<file path="src/rtl/regfile_rdport_bank.sv">
`default_nettype none
// ============================================================================
// Module      : regfile_rdport_bank
// Description : DEPTH x WIDTH register file with one synchronous write port
//               and NUM_RD independent registered read ports. Each read port
//               has an enable/valid handshake and optional write-to-read
//               bypass. Register 0 can be hardwired to zero.
// Revision    : 1.0 - initial release
// ============================================================================
module regfile_rdport_bank #(
    parameter  int WIDTH    = 16,
    parameter  int DEPTH    = 8,
    parameter  int NUM_RD   = 2,
    parameter  int ZERO_REG = 1,
    parameter  int BYPASS   = 1,
    localparam int ADDR_W   = $clog2(DEPTH)
) (
    input  logic                     clk,
    input  logic                     rst_n,
    input  logic                     wr_en,
    input  logic [ADDR_W-1:0]        wr_addr,
    input  logic [WIDTH-1:0]         wr_data,
    input  logic [NUM_RD-1:0]        rd_en,
    input  logic [NUM_RD*ADDR_W-1:0] rd_addr,
    output logic [NUM_RD*WIDTH-1:0]  rd_data,
    output logic [NUM_RD-1:0]        rd_valid,
    output logic                     wr_err
);

    localparam bit C_ZERO_REG = (ZERO_REG != 0);
    localparam bit C_BYPASS   = (BYPASS != 0);

    logic [WIDTH-1:0] r_mem [DEPTH];
    logic             r_wr_err;
    logic             w_wr_ok;
    logic             w_wr_do;

    // A write target is legal when it exists and is not the hardwired zero register.
    always_comb begin
        w_wr_ok = (32'(wr_addr) < DEPTH) && !(C_ZERO_REG && (wr_addr == '0));
        w_wr_do = wr_en && w_wr_ok;
    end

    // Storage array; the zero register is never written, so it stays at its reset value.
    always_ff @(posedge clk or negedge rst_n) begin
        if (!rst_n) begin
            for (int i = 0; i < DEPTH; i++) begin
                r_mem[i] <= '0;
            end
        end else begin
            for (int i = 0; i < DEPTH; i++) begin
                if (w_wr_do && (wr_addr == ADDR_W'(i))) begin
                    r_mem[i] <= wr_data;
                end
            end
        end
    end

    // Flag a dropped write for exactly one cycle.
    always_ff @(posedge clk or negedge rst_n) begin
        if (!rst_n) begin
            r_wr_err <= 1'b0;
        end else begin
            r_wr_err <= wr_en && !w_wr_ok;
        end
    end

    assign wr_err = r_wr_err;

    for (genvar p = 0; p < NUM_RD; p++) begin : g_rd
        logic [ADDR_W-1:0] w_addr;
        logic [WIDTH-1:0]  w_result;
        logic [WIDTH-1:0]  r_data;
        logic              r_valid;

        assign w_addr = rd_addr[p*ADDR_W +: ADDR_W];

        // Read result in priority order: out of range, zero register, bypass, stored value.
        always_comb begin
            w_result = '0;
            if (!(32'(w_addr) < DEPTH)) begin
                w_result = '0;
            end else if (C_ZERO_REG && (w_addr == '0)) begin
                w_result = '0;
            end else if (C_BYPASS && w_wr_do && (wr_addr == w_addr)) begin
                w_result = wr_data;
            end else begin
                w_result = r_mem[w_addr];
            end
        end

        // Capture on request; data holds and valid drops when the port is idle.
        always_ff @(posedge clk or negedge rst_n) begin
            if (!rst_n) begin
                r_data  <= '0;
                r_valid <= 1'b0;
            end else begin
                r_valid <= rd_en[p];
                if (rd_en[p]) begin
                    r_data <= w_result;
                end
            end
        end

        assign rd_data[p*WIDTH +: WIDTH] = r_data;
        assign rd_valid[p]               = r_valid;
    end

endmodule
`default_nettype wire

</file>
<file path="config.mk">
export PLATFORM = sky130hd
export DESIGN_NAME = regfile_rdport_bank
export DESIGN_NICKNAME = d
export VERILOG_FILES = /design/src/rtl/regfile_rdport_bank.sv
export SDC_FILE = /design/constraint.sdc
export NUM_CORES = 1
export LEC_CHECK = 0
export BUFFER_PORTS_ARGS = -buffer_cell sky130_fd_sc_hd__buf_2
export CORE_ASPECT_RATIO = 0.8
export CORE_MARGIN = 2
export CORE_UTILIZATION = 40
export DETAILED_ROUTE_END_ITERATION = 7
export GPL_TIMING_DRIVEN = 0
export SYNTH_ARGS = -nofsm -noshare
export SYNTH_HDL_FRONTEND = slang
export SYNTH_SLANG_ARGS = --single-unit
</file>
<file path="constraint.sdc">
create_clock -name clk -period 3.9 [get_ports clk]
set_clock_uncertainty 0.2 [all_clocks]
set_input_delay 0.78 -clock clk [delete_from_list [all_inputs] [get_ports clk]]
set_output_delay 0.78 -clock clk [all_outputs]
set_load 0.1 [all_outputs]
</file>
==> flow_metrics.py <==
metrics = {
    "placed_design": {
        "place_congestion": 0.786,
        "port_buffers": 56,
        "placed_area_um2": 9080,
        "hpwl_mm": 14.3,
    },
    "route": {
        "highest_layer": "met4",
        "drt-met1-wl_mm": 9.85,
        "wirelength_mm": 21.8,
        "vias": 5180,
        "dr_wl_met3_mm": 1.03,
        "antenna_violating_nets_post_route": 0,
        "wl_per_cell_um": 24.8,
        "met2_length_mm": 10.6,
        "viasPerCell": 5.90,
        "drtIter0Drc": 272,
        "first_pass_iters": 4,
        "drc": 0,
    },
    "floorplan": {
        "ios": 65,
        "fp.dieArea_um2": 22300,
        "initial_core_util_pct": 40.7,
        "die_w_um": 166,
        "rows": 47,
        "core_um2": 20700,
        "die_h_um": 134,
    },
    "sta": {
        "relSlewSlack_pct": 24.6,
        "maxSlewViolCount": 0,
        "tightest_slew_ns": 1.12,
        "fin_crit_ns": 2.82,
        "setup_viol": 0,
        "fmax_mhz": 355,
        "finalSetupTns_ns": 0,
        "fin_crit_sh_pct": 72.3,
        "hold_viol": 0,
        "rsz0062_at_grt": "false",
    },
    "min_path": {
        "hold_path.class": "input pin to asynchronous set/reset pin",
    },
    "global_route": {
        "grtUsageTotal_pct": 20.4,
        "grt_pass1_wl_mm": 33.7,
        "grt_max_degree": 89,
        "antenna_found_initial": 0,
        "first_global_vias": 5575,
        "overflow": 0,
    },
    "synth": {
        "yosysWarnings": 0,
        "synth_area_um2": 8430,
        "synth.distinct_cells": 26,
        "synth_area_leaders": "dfrtp_1 (48%), mux4_1 (20%), mux2_2 (19%)",
        "synth-seq-area-share_pct": 48.4,
        "synth_top_cell_by_area": "dfrtp_1",
        "syn-num-nets": 550,
        "synth.top_cell.area_share_pct": 48.4,
        "ys_ff_latch": 163,
        "syn_inst": 520,
        "synth.avg_cell_area_um2": 16.2,
    },
    "final_layout": {
        "area_growth_syn_to_layout_pct": 14.6,
        "multi_input_area_um2": 4040,
        "num-fill-cells": 1801,
        "drive_gt1_share_pct": 42.9,
        "antennaDiodeCount": 0,
        "fin_nets": 626,
        "final_area_um2": 9660,
        "seqCellArea_um2": 4080,
    },
    "clock_tree": {
        "cts.sinks": 163,
        "cts_max_level": 4,
        "cts_made_buffers": 17,
        "clockBufferDepth": 2,
        "cts_tree": "done",
        "clkTransAtPathRegs_ns": 0.06,
        "root_buffer": "clkbuf_16",
        "clk_latency_ns": 0.43,
        "cts_resized": 0,
        "cts_setup_buffers": 0,
        "ctsHoldBuffers": 0,
    },
    "power": {
        "p_per_area_nw_per_um2": 572,
        "power.leakage_uw": 0.00431,
        "total_power_uw": 5530,
        "ir_drop_v": 0.000371,
    },
    "critical_path": {
        "cp-start-kind": "input pin",
        "critPathKind": "input pin to flop",
        "critPathArrivalTime_ns": 2.97,
        "slowest_stage": "nor3_1",
        "endpoint_kind": "flop",
        "cp_max_fo": 10,
        "worst-path-buf-inv": 2,
        "crit_required_ns": 4.05,
        "cp_top_family": "simple AND/OR/NAND/NOR gates",
        "cp_cell_sequence": "clkbuf_1 -> xnor2_1 -> nand3_1 -> nor3_1 -> buf_2 -> a221o_1",
        "slowest_delay_ns": 0.85,
    },
    "job": {
        "max-cap-violations": 0,
    },
    "run_status": {
        "outcome": "complete, no violations",
    },
}
-- cell families after synthesis --
family          Yosys count  share of synthesized area, %
mux                     210                          39.4
flops                   163                          48.4
buf+inv                  57                          3.75
simple gates             48                          3.71
compound gates           36                          4.14
xor+xnor                  6                         0.623
-- registers in the layout (all words and copies together), names as in the netlist --
| register | flops |
|---|---|
| r_mem | 128 |
| g_rd.r_valid | 2 |
| g_rd.r_data | 32 |
| wr_err | 1 |
-- worst paths after layout --
check / startpoint / end / slack (ns) / cells past startpoint
setup / recovery: rd_addr[1] / g_rd[0].r_data[12]$_DFFE_PN0P_ / 1.08 / 6
min in group clk: r_mem[113]$_DFFE_PN0P_ / r_mem[113]$_DFFE_PN0P_ / 0.27 / 1
max in group asynchronous: rst_n / g_rd[0].r_data[10]$_DFFE_PN0P_ / 2.43 / 2
setup reg to reg: r_mem[99]$_DFFE_PN0P_ / g_rd[0].r_data[3]$_DFFE_PN0P_ / 2.06 / 3
hold reg to reg: r_mem[113]$_DFFE_PN0P_ / r_mem[113]$_DFFE_PN0P_ / 0.27 / 1
hold / removal: rst_n / r_mem[97]$_DFFE_PN0P_ / 0.17 / 1
-- per-stage QoR --
step | hold slack, ns | util (%) | worst slack (ns) | cells
after CTS | 0.205 | 46.7 | 1.16 | 878
after detailed placement | 0.262 | 43.9 | 0.714 | 846
after global placement | 0.247 | 43.7 | -0.518 | 845
after global routing | 0.226 | 46.7 | 1.05 | 878
final | 0.174 | 46.7 | 1.08 | 878
after floorplan | 0.236 | - | 1.42 | 520
-- synthesized netlist by cell type --
master	number
and4_1	2
nor2b_1	28
nor3_2	1
mux2_2	142
xnor2_1	6
nor3_1	5
a221o_1	30
nand2b_1	1
nand3_1	2
nor3b_2	2
nand4b_1	3
mux2i_1	4
o2bb2ai_1	2
buf_2	16
nand4_1	1
o31ai_1	3
buf_1	1
clkbuf_1	26
dfrtp_1	163
buf_6	10
nor2_1	2
buf_4	2
mux4_1	64
o31a_1	1
inv_1	2
nand2_1	1
-- cell type report --
cell class / count / area share (%)
sequential: 163 / 42.2
buffer: 55 / 3.20
timing repair buffer: 57 / 3.25
clock inverter: 10 / 1.02
multi-input combinational: 300 / 41.8
clock buffer: 22 / 5.01
inverter: 2 / 0.0777
tap: 269 / 3.48
-- worst reg2reg max path, stage by stage, from the launching register on --
cell and delay [ns]:
dfrtp_1 0.39, mux4_1 0.55, mux2_2 0.29, a221o_1 0.30
-- power by group --
group	internal (uW)	switching, uW
combinational	641	984
sequential	2030	213
clock	952	710
-- metal layers --
layer | GRT usage (%) | vias to the layer above
met5 | 0 | -
met4 | 6.13 | 0
met3 | 4.87 | 29
met2 | 33.8 | 116
met1 | 27.1 | 2806
li1 | - | 2229
-- placed cells by master, fill, tap and decap left out, types with 4 or more instances in the layout --
master     count
a221o_1       30
buf_2         71
buf_6         11
clkbuf_1      27
clkbuf_16     17
clkbuf_8       4
dfrtp_1      163
mux2_2       142
mux2i_1        4
mux4_1        64
nor2b_1       28
nor3_1         5
xnor2_1        6
Note: power is estimated with default switching activity, not from simulation.
